[src/rtl/ssd_pkg.sv]
// Shared types, segment encodings and scan-state encoding for the seven-segment scanner.
// Segment vectors are {a,b,c,d,e,f,g}, active-low (common-anode).
package ssd_pkg;

   typedef logic [6:0] seg_t;

   localparam seg_t SEG_BLANK = 7'h7F;

   localparam seg_t HEX_SEG [16] = '{
      7'b0000001, 7'b1001111, 7'b0010010, 7'b0000110,
      7'b1001100, 7'b0100100, 7'b0100000, 7'b0001111,
      7'b0000000, 7'b0000100, 7'b0001000, 7'b1100000,
      7'b0110001, 7'b1000010, 7'b0110000, 7'b0111000
   };

   typedef enum logic {
      ST_UNPRIMED = 1'b0,
      ST_RUN      = 1'b1
   } scan_state_t;

   function automatic seg_t hex2seg(input logic [3:0] nibble);
      return HEX_SEG[nibble];
   endfunction

endpackage

[src/rtl/ssd_hex_decoder.sv]
// Combinational hex nibble to active-low seven-segment pattern.
module ssd_hex_decoder
   import ssd_pkg::*;
(
   input  logic [3:0] nibble,
   output seg_t       seg
);

   always_comb begin
      seg = hex2seg(nibble);
   end

endmodule

[src/rtl/ssd_scan_driver.sv]
// Multiplexed common-anode seven-segment scanner with frame-coherent input snapshot.
// Optional macro SSD_BRIGHTNESS_PWM_EN adds a 4-bit brightness input gating the post-blank slot.
module ssd_scan_driver
   import ssd_pkg::*;
#(
   parameter int unsigned NUM_DIGITS    = 8,
   parameter int unsigned SCAN_DIV_BITS = 18,
   parameter int unsigned BLANK_CYCLES  = 1024
) (
   input  logic                    clk,
   input  logic                    reset_n,
   input  logic [4*NUM_DIGITS-1:0] value,
   input  logic [NUM_DIGITS-1:0]   dp_in,
   input  logic [NUM_DIGITS-1:0]   digit_en,
   input  logic                    lz_blank_en,
`ifdef SSD_BRIGHTNESS_PWM_EN
   input  logic [3:0]              brightness,
`endif
   output logic [NUM_DIGITS-1:0]   an,
   output seg_t                    seg,
   output logic                    dp,
   output logic                    frame_done
);

   localparam int unsigned IDX_W = (NUM_DIGITS > 1) ? $clog2(NUM_DIGITS) : 1;
   localparam logic [IDX_W-1:0]         LAST_IDX  = IDX_W'(NUM_DIGITS - 1);
   localparam logic [SCAN_DIV_BITS-1:0] BLANK_END = SCAN_DIV_BITS'(BLANK_CYCLES);
   localparam logic [NUM_DIGITS-1:0]    AN_LSB    = NUM_DIGITS'(1);

   logic [SCAN_DIV_BITS-1:0] presc;
   logic [IDX_W-1:0]         idx;
   scan_state_t              state, state_next;
   logic                     capture;
   logic                     slot_end;
   logic                     frame_wrap;

   logic [4*NUM_DIGITS-1:0]  snap_value;
   logic [NUM_DIGITS-1:0]    snap_dp;
   logic [NUM_DIGITS-1:0]    snap_en;
   logic                     snap_lz;

   logic [NUM_DIGITS-1:0]    lz_mask;
   logic                     seen_nz;
   logic [3:0]               cur_nib;
   seg_t                     cur_seg;
   logic                     pwm_on;
   logic                     visible;

   assign slot_end   = &presc;
   assign frame_wrap = slot_end && (idx == LAST_IDX);

   always_ff @(posedge clk or negedge reset_n) begin
      if (!reset_n) begin
         state <= ST_UNPRIMED;
      end else begin
         state <= state_next;
      end
   end

   // The priming edge loads the snapshot once; afterwards only frame wraps do.
   always_comb begin
      state_next = state;
      capture    = frame_wrap;
      if (state == ST_UNPRIMED) begin
         capture    = 1'b1;
         state_next = ST_RUN;
      end
   end

   always_ff @(posedge clk or negedge reset_n) begin
      if (!reset_n) begin
         presc      <= '0;
         idx        <= '0;
         snap_value <= '0;
         snap_dp    <= '0;
         snap_en    <= '0;
         snap_lz    <= 1'b0;
      end else begin
         presc <= presc + 1'b1;
         if (slot_end) begin
            idx <= (idx == LAST_IDX) ? '0 : idx + 1'b1;
         end
         if (capture) begin
            snap_value <= value;
            snap_dp    <= dp_in;
            snap_en    <= digit_en;
            snap_lz    <= lz_blank_en;
         end
      end
   end

   // Walk from the most significant digit down; a digit is blanked while no enabled
   // nonzero nibble has been seen at or above it.
   always_comb begin
      lz_mask = '0;
      seen_nz = 1'b0;
      for (int unsigned k = 0; k < NUM_DIGITS; k++) begin
         seen_nz = seen_nz |
                   (snap_en[NUM_DIGITS-1-k] & (snap_value[4*(NUM_DIGITS-1-k) +: 4] != 4'h0));
         lz_mask[NUM_DIGITS-1-k] = snap_lz & ~seen_nz & (k != NUM_DIGITS - 1);
      end
   end

   assign cur_nib = snap_value[4*idx +: 4];

   ssd_hex_decoder u_hex_decoder (
      .nibble (cur_nib),
      .seg    (cur_seg)
   );

`ifdef SSD_BRIGHTNESS_PWM_EN
   assign pwm_on = (presc[SCAN_DIV_BITS-1 -: 4] < brightness) || (brightness == 4'hF);
`else
   assign pwm_on = 1'b1;
`endif

   assign visible = (presc >= BLANK_END) && snap_en[idx] && !lz_mask[idx] && pwm_on;

   always_ff @(posedge clk or negedge reset_n) begin
      if (!reset_n) begin
         an         <= '1;
         seg        <= SEG_BLANK;
         dp         <= 1'b1;
         frame_done <= 1'b0;
      end else begin
         frame_done <= frame_wrap && (state == ST_RUN);
         if (visible) begin
            an  <= ~(AN_LSB << idx);
            seg <= cur_seg;
            dp  <= ~snap_dp[idx];
         end else begin
            an  <= '1;
            seg <= SEG_BLANK;
            dp  <= 1'b1;
         end
      end
   end

endmodule

[config.mk]
export PLATFORM = sky130hd
export DESIGN_NAME = ssd_scan_driver
export DESIGN_NICKNAME = d
export VERILOG_FILES = /design/src/rtl/ssd_pkg.sv /design/src/rtl/ssd_hex_decoder.sv /design/src/rtl/ssd_scan_driver.sv
export SDC_FILE = /design/constraint.sdc
export NUM_CORES = 1
export LEC_CHECK = 0
export BUFFER_PORTS_ARGS = -buffer_cell sky130_fd_sc_hd__buf_4
export CORE_ASPECT_RATIO = 0.6
export CORE_UTILIZATION = 56
export CTS_CLUSTER_DIAMETER = 50
export DETAILED_ROUTE_END_ITERATION = 16
export PLACE_DENSITY = 0.9
export SLEW_MARGIN = 20
export SYNTH_ARGS = -nofsm -noshare
export SYNTH_HDL_FRONTEND = slang
export SYNTH_SLANG_ARGS = --single-unit
[constraint.sdc]
create_clock -name clk -period 2.9 [get_ports clk]
set_clock_uncertainty 0.2 [all_clocks]
set_input_delay 0.29 -clock clk [delete_from_list [all_inputs] [get_ports clk]]
set_output_delay 0.29 -clock clk [all_outputs]
set_load 0.005 [all_outputs]
## Yosys cells after proc, flatten, opt, wreduce, memory -nomap -nowiden

Memories as Yosys holds them, arrays and structs flattened.
Index checks and enable logic that the tools add are counted.
W data, S select, Z words.

- Flip-flop bits (word level): 88
- Memory bits (read-only): 112
- Input bits: 51
- Output and inout bits: 17
- Logic and storage cells: 76
- Memories: 1

Memories:

| memory | words | width | read ports | clocked after Yosys merged registers in | write ports | RTL line | text |
|---|---|---|---|---|---|---|---|
| (name not given) | 16 | 7 | 1 | 0 | 0 | ssd_pkg.sv:22 | `return HEX_SEG[nibble];` |

- Add/subtract/negate cells: 2
- Order comparisons: 3
- Eq/ne operators: 1
- Shift operators: 2
- Muxes and demuxes: 13
- Bitwise gates (word level): 30
- Reductions and logical operators: 13

Operator list:

| kind | count |
|---|---|
| $shiftx A32 B6 Y4 | 1 |
| $reduce_bool A4 Y1 | 7 |
| $mux W7 | 3 |
| $add A18 B1 Y18 const B | 1 |
| $ge A18 B11 Y1 const B | 1 |
| $reduce_and A18 Y1 | 1 |
| $and A1 B1 Y1 | 14 |
| $bmux W1 S3 | 3 |
| $mux W8 | 1 |
| $not A1 Y1 | 8 |
| $not A8 Y8 | 1 |
| $shl A1 B3 Y8 const A | 1 |
| $or A1 B1 Y1 | 6 |
| $ge A5 B5 Y1 const B | 1 |
| $mux W1 | 5 |
| $not A4 Y5 | 1 |
| $logic_and A1 B1 Y1 | 4 |
| $lt A3 B4 Y1 const B | 1 |
| $add A3 B1 Y3 const B | 1 |
| $eq A3 B3 Y1 const B | 1 |
| $mux W3 | 1 |
| $logic_not A1 Y1 | 1 |

## Longest topological paths before layout

Gate-level depths: netlist (run 1).

- Depth in word-level cells: 15
- Mapped depth: 11
- Mapped depth without buffers: 9

## Hierarchy

From an unflattened synthesis (run 1), not the netlist that was laid out.

- Cell total of the unflattened synthesis: 321
- Area total of the unflattened synthesis: 4,250.3 sq um

By module, submodules not included:

| module | times used | cells an instance | area an instance (sq um) | sequential area each (sq um) |
|---|---|---|---|---|
| ssd_scan_driver | 1 | 290 | 3,996.3 | 2,222.1 |
| ssd_hex_decoder | 1 | 31 | 254.0 | 0.0 |

## Worst setup path after synthesis (run 1)

Ideal clock, no wire load.

- Path kind: register to register
- Start point: reg idx[0]
- End point: reg seg[3]
- Setup time: 0.079 ns
- Arrival: 2.170 ns
- Data required time: 2.621 ns
- Path slack: 0.452 ns
- Cell stages (with the launch flop): 9
- Path buffers: 2
- Period minus slack after synthesis: 2.448 ns
- Path through: dfrtp_1 -> buf_4 -> buf_6 -> mux4_2 -> mux2_2 -> inv_2 -> ha_1 -> o211a_1 -> o21ai_0

- Word-level cells in the longest chain between the ends: 6
- Elaborated cells on any way between the ends: 13
- Classes of those cells: shift: 1; mux: 7; bitwise: 1; reduce/logical: 3; memory: 1

Ends and longest elaborated chain:

| what | RTL line | text |
|---|---|---|
| start, declared | ssd_scan_driver.sv:31 | `logic [IDX_W-1:0] idx;` |
| start signal, assigned | ssd_scan_driver.sv:81 | `idx <= (idx == LAST_IDX) ? '0 : idx + 1'b1;` |
| $shiftx A32 B6 Y4 | ssd_scan_driver.sv:104 | `assign cur_nib = snap_value[4*idx +: 4];` |
| $not A4 Y5 (not written as such) | ssd_pkg.sv:22 |  |
| $mem_v2 Z16 W7 | n/a |  |
| $mux W7 (not written as such) (2 in series) | ssd_pkg.sv:22 |  |
| $mux W7 * | ssd_scan_driver.sv:127 | `if (visible) begin` |
| end signal, assigned | ssd_scan_driver.sv:129 | `seg <= cur_seg;` |
| end, declared | ssd_scan_driver.sv:20 | `output seg_t seg,` |

Mark *: on every way between the ends. The rest lies on a longest branch, timed or not. The select of a mux whose other input is x is not followed.
A chain may end at the register's enable or synchronous reset.

## Worst setup path after layout (run 1)

- Start point: reg snap_value[25]
- End point: reg seg[0]

- Word-level cells in the longest chain between the ends: 15
- Elaborated cells on any way between the ends: 30
- Classes of those cells: shift: 1; mux: 5; bitwise: 20; reduce/logical: 3; memory: 1

Ends and longest elaborated chain:

| what | RTL line | text |
|---|---|---|
| start, declared | ssd_scan_driver.sv:37 | `logic [4*NUM_DIGITS-1:0] snap_value;` |
| start signal, assigned | ssd_scan_driver.sv:84 | `snap_value <= value;` |
| $reduce_bool A4 Y1 | ssd_scan_driver.sv:99 | `(snap_en[NUM_DIGITS-1-k] & (snap_value[4*(NUM_DIGITS-1-k) +: 4] != 4'h0));` |
| $and A1 B1 Y1 | ssd_scan_driver.sv:99 |  |
| $or A1 B1 Y1 (6 in series) | ssd_scan_driver.sv:98 | `seen_nz = seen_nz \|` |
| $not A1 Y1 | ssd_scan_driver.sv:100 | `lz_mask[NUM_DIGITS-1-k] = snap_lz & ~seen_nz & (k != NUM_DIGITS - 1);` |
| $and A1 B1 Y1 | ssd_scan_driver.sv:100 |  |
| $bmux W1 S3 | ssd_scan_driver.sv:117 | `assign visible = (presc >= BLANK_END) && snap_en[idx] && !lz_mask[idx] && pwm_on;` |
| $mux W1 (not written as such) | ssd_scan_driver.sv:117 |  |
| $logic_not A1 Y1 | ssd_scan_driver.sv:117 |  |
| $logic_and A1 B1 Y1 | ssd_scan_driver.sv:117 |  |
| $mux W7 * | ssd_scan_driver.sv:127 |  |

Marked as above.

==> impl_metrics.toml, run 1 <==
[grt]
grt_start_max_net_pins = 89
grt_overflow_total = 0
first_pass_grt_wire_length_um = 17300
global_route.usage.total_pct = 31.6
antenna_found_initial = 0
grt_pass1_vias = 3208

[routing]
via_count = 3094
routed_wirelength_um = 10800
avgRoutedWirePerCell_um = 21.1
drtPass1Iterations = 5
routed_via_density = 6.05
route.antenna.remaining_nets = 0
detail_route.iter0.violations = 266
remaining_drc_errors = 0

[run_status]
status = "finished clean"

[cells_and_area]
design_area_sq_um = 5510
postLayoutCoreUtil_pct = 80.1
area_growth_pct = 33.7
finish.net_count = 485
layout-drive-gt1-share_pct = 38.4
insertedDiodeCount = 0

[worst_setup_path]
crit_family = "compound AO/OA/AOI/OAI gates"
worst-endpoint-arrival_ns = 2.74
critical_path_required_ns = 2.95
critical_path.startpoint_type = "flip-flop"
critical_setup_path_class = "flip-flop to flip-flop"
cp-end-kind = "flip-flop"
critPathBufInv = 1
cp_max_fo = 16
crit_path_max_incr_delay_ns = 0.82
crit-reg2reg-launch = "snap_value[25]"
path_cells = "o41ai_1, o21ai_0, a21oi_1, a31oi_1, buf_4, o221ai_1"
crit_slowest_cell = "sky130_fd_sc_hd__o41ai_1"
startpoint = "snap_value[25]"

[floorplan]
die_h_um = 68.4
floorplan.initialDensity_pct = 59.9
die-width_um = 113
core_sq_um = 6880
pin_count = 68
floorplan_row_count = 23
die_area_sq_um = 7720

[yosys]
syn_area_sq_um = 4120
synth_top_cells_by_count = "sky130_fd_sc_hd__dfrtp_1, sky130_fd_sc_hd__mux2_2, sky130_fd_sc_hd__nand2_1"
post-synth-top-count-cell = "sky130_fd_sc_hd__dfrtp_1"
synthesis.instances = 299
synth.top_cell.area_share_pct = 43.7
ys_ff_latch = 88
syn_avg_cell_area_sq_um = 13.8
library_cell_with_the_largest_summed_area_after_synthesis = "sky130_fd_sc_hd__dfrtp_1"
synth_enable_flop_cells = 0
synth.yosys.warnings = 0
post_synth_num_cell_types = 44
synthArstFlopShare_pct = 100
synth-main-ff-cell = "sky130_fd_sc_hd__dfrtp_1"
synth_area_leaders = "sky130_fd_sc_hd__dfrtp_1, sky130_fd_sc_hd__mux2_2, sky130_fd_sc_hd__dfstp_2"
synth.net_count = 364
yosysSeqAreaShare_pct = 53.9

[flow_run]
max-cap-violations = 0

[place]
hpwl_um = 5850
placement.io_buffers = 67
placed_cell_area_sq_um = 4690
place_congestion = 0.813
placement.setup.worst_slack_ns = 0.270

[timing]
period_needed_ns = 2.69
max_freq_mhz = 372
slew_viol_final = 0
final.setup.worst_slack_ns = 0.212
setup_viol = 0
worst_pin_slew_ns = 0.856
hold_viol_final = 0
final_min_period_over_clock_period_pct = 92.7
grt_setup_unrepaired = "false"
setup_tns_ns = 0
worst_slew_margin_rel_pct = 42.2
worst_hold_slack_ns = 0.307

[min_path]
min_path_type = "flip-flop to flip-flop"
min-delay-start = "presc[4]"

[clocking]
cts_root_buf = "sky130_fd_sc_hd__clkbuf_16"
worstSkewPairLatency_ns = 0.35
cts_made_buffers = 9
clk_transition_reported_paths_ns = 0.06
cts_tree = "built"
postCtsSetupBuffers = 0
h-tree-depth = 3
cts_num_sinks = 88
deepest_clock_path_buffer_count = 2

[pwr]
power_density_nw_per_um2 = 532
power_leakage_nw = 2.42
highest_ir_drop_seen_on_vdd_v = 0.000570
cell usage in the layout, fill, tap and decap left out, types with 4 or more instances in the layout:
cell type and n:
sky130_fd_sc_hd__ha_1 14, sky130_fd_sc_hd__inv_1 12, sky130_fd_sc_hd__a21oi_1 5, sky130_fd_sc_hd__dfstp_2 16, sky130_fd_sc_hd__nand3_1 12, sky130_fd_sc_hd__dlygate4sd3_1 50, sky130_fd_sc_hd__dfrtp_1 71, sky130_fd_sc_hd__xnor2_1 12
sky130_fd_sc_hd__mux2_1 10, sky130_fd_sc_hd__nand2_1 20, sky130_fd_sc_hd__clkbuf_16 9, sky130_fd_sc_hd__mux2_2 41, sky130_fd_sc_hd__mux2i_1 4, sky130_fd_sc_hd__o21ai_0 7, sky130_fd_sc_hd__mux4_2 12, sky130_fd_sc_hd__o41ai_1 5
sky130_fd_sc_hd__o221ai_1 4, sky130_fd_sc_hd__xor2_1 4, sky130_fd_sc_hd__buf_4 71
path summary, 6_finish.rpt:
path	to	slack (ns)	depth (start not counted)
max in group asynchronous	idx[0]	1.58	2
min in group asynchronous	presc[0]	0.37	2
worst max-delay path	seg[0]	0.21	6
worst min-delay path	presc[4]	0.31	1
worst min register to register	presc[4]	0.31	1
worst max register to register	seg[0]	0.21	6
kinds of logic (layout without fill, tap and decap cells):
group,after synthesis,count (layout),share of synthesized area [%]
buffers and inverters,26,151,3.49
AND/OR/NAND/NOR,55,55,7.35
XOR/XNOR,16,16,3.40
adder cells (fa/ha/maj),14,14,4.25
flip-flops,88,88,53.9
other,1,1,0.0910
AO/OA/AOI/OAI,31,31,5.47
multiplexers,68,68,22.0
state kept, by name (all words and copies together), names as in the netlist:
signal and count:
an 8, dp 1, frame_done 1, idx 3
presc 18, seg 7, snap_dp 8, snap_en 8
snap_lz 1, snap_value 32, state 1
what timing repair did:
action                     4_1_cts  5_1_grt
setup endpoints to repair        0        2
hold endpoints to repair       121        0
hold buffers                    50        0
gates resized for setup          0        1
per-layer routing:
layer	wire [um]	vias to the layer above	GRT usage [%]
met4	445	0	17.0
met5	0	-	0
met3	816	52	8.33
met2	5130	229	53.1
li1	-	1325	-
met1	4380	1488	38.6
report_power, final:
group	switching (mW)	total, mW	internal (mW)
logic	0.143	0.343	0.200
clock network	0.474	1.22	0.746
registers	0.0700	1.37	1.30
total	0.688	2.93	2.24
per-stage QoR:
step / instances / power (mW)
floorplan: 299 / 1.52
global placement: 446 / 1.63
detailed placement: 446 / 1.65
CTS: 511 / 2.91
global route: 511 / 3.02
finish: 511 / 2.93
cell type report:
| class | count | area (sq um) |
|---|---|---|
| Clock buffer | 9 | 225 |
| Fill cell | 358 | 1370 |
| Inverter | 13 | 48.8 |
| Tap cell | 87 | 109 |
| Sequential cell | 88 | 2220 |
| Clock inverter | 6 | 85.1 |
| Multi-Input combinational cell | 185 | 1750 |
| Timing Repair Buffer | 123 | 1060 |
Note: power is estimated with default switching activity, not from simulation.
==> run 2, diff against run 1 <==
- CORE_UTILIZATION: 56 -> 26
- PLACE_DENSITY: 0.9 -> 0.54
==> run 2 against run 1 <==
Against the previous run: core utilization fell by 44 points; largest power group unchanged; global-route usage fell by 18 points; die area rose by 110%; critical path type unchanged; critical path depth rose by 1; clock power fell by 7%; register-to-register slack improved by 0.05 ns; non-clock buffer count rose by 1.
==> impl_metrics.toml, run 2 (synthesis results as in run 1) <==
[clocking]
deepest_clock_path_buffer_count = 2
cts_made_buffers = 9
cts_root_buf = "sky130_fd_sc_hd__clkbuf_16"
cts_num_sinks = 88
h-tree-depth = 3
clk_transition_reported_paths_ns = 0.06
cts_tree = "built"
postCtsSetupBuffers = 0
worstSkewPairLatency_ns = 0.33

[pwr]
highest_ir_drop_seen_on_vdd_v = 0.000224
power_leakage_nw = 2.41
power_density_nw_per_um2 = 501
power_mw = 2.83

[timing]
grt_setup_unrepaired = "false"
worst_slew_margin_rel_pct = 51.3
setup_viol = 0
worst_pin_slew_ns = 0.731
max_freq_mhz = 380
slew_viol_final = 0
period_needed_ns = 2.63
worst_hold_slack_ns = 0.278
hold_viol_final = 0
setup_tns_ns = 0
final_min_period_over_clock_period_pct = 90.8

[cells_and_area]
layout-drive-gt1-share_pct = 38.5
insertedDiodeCount = 0
finish.net_count = 486
largestRegisters = "snap_value x32, presc x18"
area_growth_pct = 36.9
registers.top_by_ff_count = "snap_value"
fill_cells = 1513
multiInputGateArea_sq_um = 1750
postLayoutCoreUtil_pct = 36.6
mostFrequentLayoutCells = "sky130_fd_sc_hd__buf_4, sky130_fd_sc_hd__dfrtp_1, sky130_fd_sc_hd__dlygate4sd3_1"
sequential_cell_area_in_the_final_layout_sq_um = 2220
design_area_sq_um = 5640
layout_commonest_cell = "sky130_fd_sc_hd__buf_4"
largest_reg_flops = 32

[routing]
met1Wirelength_um = 5140
detail_route.iter0.violations = 142
routed-wl-met2_um = 4100
highest_layer = "met4"
avgRoutedWirePerCell_um = 15.5
remaining_drc_errors = 0
route.met3.wl_um = 490
drtPass1Iterations = 4
routed_via_density = 4.55
route.antenna.remaining_nets = 0
via_count = 2859
routed_wirelength_um = 9750

[grt]
antenna_found_initial = 0
grt_start_max_net_pins = 83
grt_overflow_total = 0
grt_pass1_vias = 2986
first_pass_grt_wire_length_um = 16300
global_route.usage.total_pct = 13.1

[floorplan]
core_sq_um = 15400
floorplan.initialDensity_pct = 26.7
pin_count = 68
floorplan_row_count = 35
die_h_um = 99.5
die-width_um = 165
die_area_sq_um = 16400

[worst_setup_path]
critical_path.reg2reg.endpoint = "snap_value[26]"
critical_path_required_ns = 2.92
crit_slowest_cell = "sky130_fd_sc_hd__nor3b_4"
regToRegSetupSlack_ns = 0.27
cp-end-kind = "flip-flop"
worstRegToRegCells = 7
crit_path_max_incr_delay_ns = 0.41
critical_setup_path_class = "flip-flop to flip-flop"
cp_max_fo = 49
worst-endpoint-arrival_ns = 2.65
critical_path.startpoint_type = "flip-flop"
critPathBufInv = 1
crit_family = "simple AND/OR/NAND/NOR gates"
path_cells = "ha_1, and4_1, nor3b_4, nand3_4, o21ai_4, buf_12, mux2_2"
crit-reg2reg-launch = "presc[1]"

[min_path]
min_path_type = "flip-flop to flip-flop"
worst_hold_path.endpoint = "presc[9]"
min_path_cells = 1
min-delay-start = "presc[9]"

[place]
place_congestion = 0.790
placement.io_buffers = 67
placed_cell_area_sq_um = 4850
hpwl_um = 6950

[flow_run]
max-cap-violations = 0

[run_status]
status = "finished clean"
run 2: changes by cell type in the layout (fill, tap and decap cells not counted):
cell and change:
sky130_fd_sc_hd__buf_4 +1, sky130_fd_sc_hd__bufinv_16 -1, sky130_fd_sc_hd__clkbuf_1 +1, sky130_fd_sc_hd__clkinv_2 +1
run 2: cell type report:
cell class	instances	share of cell area (%)
Clock buffer	10	4.06
Clock inverter	6	1.06
Inverter	13	0.865
Multi-Input combinational cell	185	31.1
Sequential cell	88	39.4
Tap cell	203	4.50
Timing Repair Buffer	124	19.0
run 2: layer usage:
layer	vias to the layer above	GRT usage, %
met5	-	0
met1	1450	20.5
met4	0	3.39
li1	1333	-
met3	2	3.71
met2	74	17.3
run 2: what timing repair did:
action / CTS / global route
hold endpoints to repair: 121 / 0
endpoints found under the setup margin: 0 / 2
hold buffers: 50 / 0
gates resized for setup: 0 / 1
run 2: worst max-delay path by stage:
| stage | from | to | depth (start not counted) |
|---|---|---|---|
| 3_5_place_dp | idx[0] | seg[3] | 6 |
| 5_1_grt | presc[1] | snap_value[26] | 7 |
| 6_report | presc[1] | snap_value[26] | 7 |
| 3_3_place_gp | idx[0] | seg[3] | 6 |
| 4_1_cts | idx[0] | seg[3] | 6 |
| 2_1_floorplan | idx[0] | seg[3] | 8 |
run 2: power by group:
part | total [mW] | switching, mW | internal [mW]
registers | 1.36 | 0.0660 | 1.30
logic | 0.330 | 0.130 | 0.200
clock network | 1.13 | 0.467 | 0.663
total | 2.83 | 0.663 | 2.16
run 2: through the flow:
stage	instances	setup slack [ns]
3_3_place_gp	563	0.328
6_report	629	0.266
2_1_floorplan	299	0.452
4_1_cts	629	0.151
3_5_place_dp	563	0.153
5_1_grt	629	0.0974
==> run 3, diff against run 2 <==
- ABC_AREA: unset -> 1
- clock period: 2.9 -> 3.1 ns (I/O delays scaled with it)
==> run 3 against run 2 <==
Against the previous run: global-route usage increased by 1.6 points; setup slack improved by 0.18 ns; core utilization decreased by 0.94 points; synthesized cell count increased by 84%; critical path type unchanged; critical endpoint is now an[6]; largest power group unchanged; highest routed layer unchanged.
==> impl_metrics.toml, run 3 <==
[run_status]
status = "finished clean"

[yosys]
post_synth_num_cell_types = 29
post-synth-top-count-cell = "sky130_fd_sc_hd__nand2_1"
synth_enable_flop_cells = 0
synth_adder_area_share_pct = 3.95
post_synth_and_or_nand_nor_area_fraction_pct = 27.9
syn_area_sq_um = 4440
syn_avg_cell_area_sq_um = 8.08
synthArstFlopShare_pct = 100
library_cell_with_the_largest_summed_area_after_synthesis = "sky130_fd_sc_hd__dfrtp_1"
synth.net_count = 614
yosysSeqAreaShare_pct = 50.1
synth.top_cell.area_share_pct = 40.6
synth_top_cells_by_count = "sky130_fd_sc_hd__nand2_1, sky130_fd_sc_hd__dfrtp_1, sky130_fd_sc_hd__inv_1"
ys_ff_latch = 88
synthesis.instances = 549
synth-compound-area-share_pct = 6.96
synth-main-ff-cell = "sky130_fd_sc_hd__dfrtp_1"
synthXorXnorAreaFrac_pct = 3.16
main_combinational_cell_family_by_area_after_synthesis = "simple AND/OR/NAND/NOR gates"
synth_area_leaders = "sky130_fd_sc_hd__dfrtp_1, sky130_fd_sc_hd__nand2_1, sky130_fd_sc_hd__dfstp_2"
synth.mux.area_fraction_pct = 0
synth.yosys.warnings = 0

[place]
hpwl_um = 8660
placement.io_buffers = 67
place_congestion = 0.851

[worst_setup_path]
crit_slowest_cell = "sky130_fd_sc_hd__dfrtp_1"
critical_path_required_ns = 3.11
worst-endpoint-arrival_ns = 2.67
critical_setup_path_class = "flip-flop to flip-flop"
crit_path_max_incr_delay_ns = 0.58
critical_path.startpoint_type = "flip-flop"
cp-end-kind = "flip-flop"
path_cells = "inv_1, nor2_1, nand2_1, o211ai_1, nand2_1, nand3_1, nor2_2, nand3_1"
cp_max_fo = 16

[routing]
via_count = 3860
drtPass1Iterations = 4
detail_route.iter0.violations = 262
avgRoutedWirePerCell_um = 13.6
routed_via_density = 4.35
route.antenna.remaining_nets = 0
routed_wirelength_um = 12000
remaining_drc_errors = 0

[clocking]
clk_transition_reported_paths_ns = 0.06
cts_made_buffers = 9
postCtsSetupBuffers = 0
cts_tree = "built"
cts_root_buf = "sky130_fd_sc_hd__clkbuf_16"
h-tree-depth = 3
worstSkewPairLatency_ns = 0.34
cts.repair.resized = 0
cts_num_sinks = 88
deepest_clock_path_buffer_count = 2

[cells_and_area]
registers.top_by_ff_count = "snap_value"
fill_cells = 1730
largest_reg_flops = 32
multiInputGateArea_sq_um = 1870
sequential_cell_area_in_the_final_layout_sq_um = 2220
largestRegisters = "snap_value x32, presc x18"
finish.net_count = 719
area_growth_pct = 32.1
layout-drive-gt1-share_pct = 17.0
mostFrequentLayoutCells = "sky130_fd_sc_hd__nand2_1, sky130_fd_sc_hd__dfrtp_1, sky130_fd_sc_hd__buf_4"
insertedDiodeCount = 0
layout_commonest_cell = "sky130_fd_sc_hd__nand2_1"

[pwr]
highest_ir_drop_seen_on_vdd_v = 0.000185
power_leakage_nw = 2.88
power_density_nw_per_um2 = 442

[timing]
final_min_period_over_clock_period_pct = 85.7
grt_setup_unrepaired = "false"
setup_viol = 0
period_needed_ns = 2.66
worst_pin_slew_ns = 0.649
max_freq_mhz = 376
worst_hold_slack_ns = 0.00621
worst_slew_margin_rel_pct = 56.7
setup_tns_ns = 0
hold_viol_final = 0
slew_viol_final = 0

[grt]
global_route.usage.total_pct = 14.8
grt_overflow_total = 0
antenna_found_initial = 0
first_pass_grt_wire_length_um = 19600
grt_pass1_vias = 3924
grt_start_max_net_pins = 52

[floorplan]
floorplan.initialDensity_pct = 27.0
core_sq_um = 16400
die_h_um = 103
die_area_sq_um = 17600
die-width_um = 171
pin_count = 68
floorplan_row_count = 36

[flow_run]
max-cap-violations = 0

[min_path]
min_path_type = "input port to flip-flop"
run 3: cell count changes after synthesis, moves of 6 or more:
cell,change
sky130_fd_sc_hd__nand2_1,+161
sky130_fd_sc_hd__inv_1,+48
sky130_fd_sc_hd__nand3_1,+46
sky130_fd_sc_hd__mux2_2,-41
sky130_fd_sc_hd__o21ai_0,+41
sky130_fd_sc_hd__nor2_1,+31
sky130_fd_sc_hd__mux4_2,-12
sky130_fd_sc_hd__mux2_1,-10
sky130_fd_sc_hd__buf_2,+6
run 3: repair_timing:
| item | CTS | global route |
|---|---|---|
| hold endpoints to repair | 80 | 0 |
| endpoints found under the setup margin | 0 | 0 |
| hold buffers | 41 | 0 |
run 3: final cells by class:
type	count	area share (%)
multi-input cells	380	31.8
repair buffers	114	16.8
well taps	228	4.87
flip-flops and latches	88	37.9
clock inverters	3	0.299
clock buffers	13	4.44
inverters	61	3.91
run 3: power by group:
part           leakage, nW  internal (mW)  switching [mW]  total, mW
clock                0.136          0.585           0.442       1.03
sequential            1.07           1.21          0.0309       1.24
combinational         1.67          0.145           0.183      0.328
run 3: critical path: cells and delay by family (launching register included):
family                 cells  cell delay (ns)
buffers and inverters      1             0.40
AOI/OAI and AO/OA          1             0.09
DFF                        1             0.58
and+or+nand+nor            6             1.26
run 3: cell families (layout without fill, tap and decap cells):
family	Yosys count	in the layout
AO/OA/AOI/OAI	59	59
XOR/XNOR	16	16
adder cells (fa/ha/maj)	14	14
buffers and inverters	81	191
flip-flops	88	88
other	1	1
AND/OR/NAND/NOR	290	290
run 3: per-layer routing:
| layer | part of all wire (%) | GRT usage (%) |
|---|---|---|
| met1 | 55 | 21.2 |
| met2 | 41 | 22.6 |
| met3 | 4.0 | 3.39 |
| met4 | 0.42 | 3.60 |
| met5 | 0 | 0 |
run 3: metrics by stage:
step	worst slack, ns	instances	area [sq um]	total power [mW]	util, %
6_report	0.442	887	5860	2.59	35.7
5_1_grt	0.0923	887	5860	2.73	35.7
4_1_cts	0.411	887	5860	2.63	35.7
3_5_place_dp	0.419	830	5170	1.55	31.5
3_3_place_gp	0.388	830	5170	1.54	31.5
2_1_floorplan	1.01	549	4440	1.41	-
run 3: worst paths after layout:
kind / from / to / slack (ns) / cells after the start
worst max-delay path: idx[2] / an[6] / 0.44 / 8
worst min-delay path: dp_in[6] / snap_dp[6] / 0.006 / 3
worst max register to register: idx[2] / an[6] / 0.44 / 8
worst min register to register: presc[4] / presc[4] / 0.30 / 1
max in group asynchronous: reset_n / an[0] / 1.63 / 3
min in group asynchronous: reset_n / snap_lz / 0.34 / 2
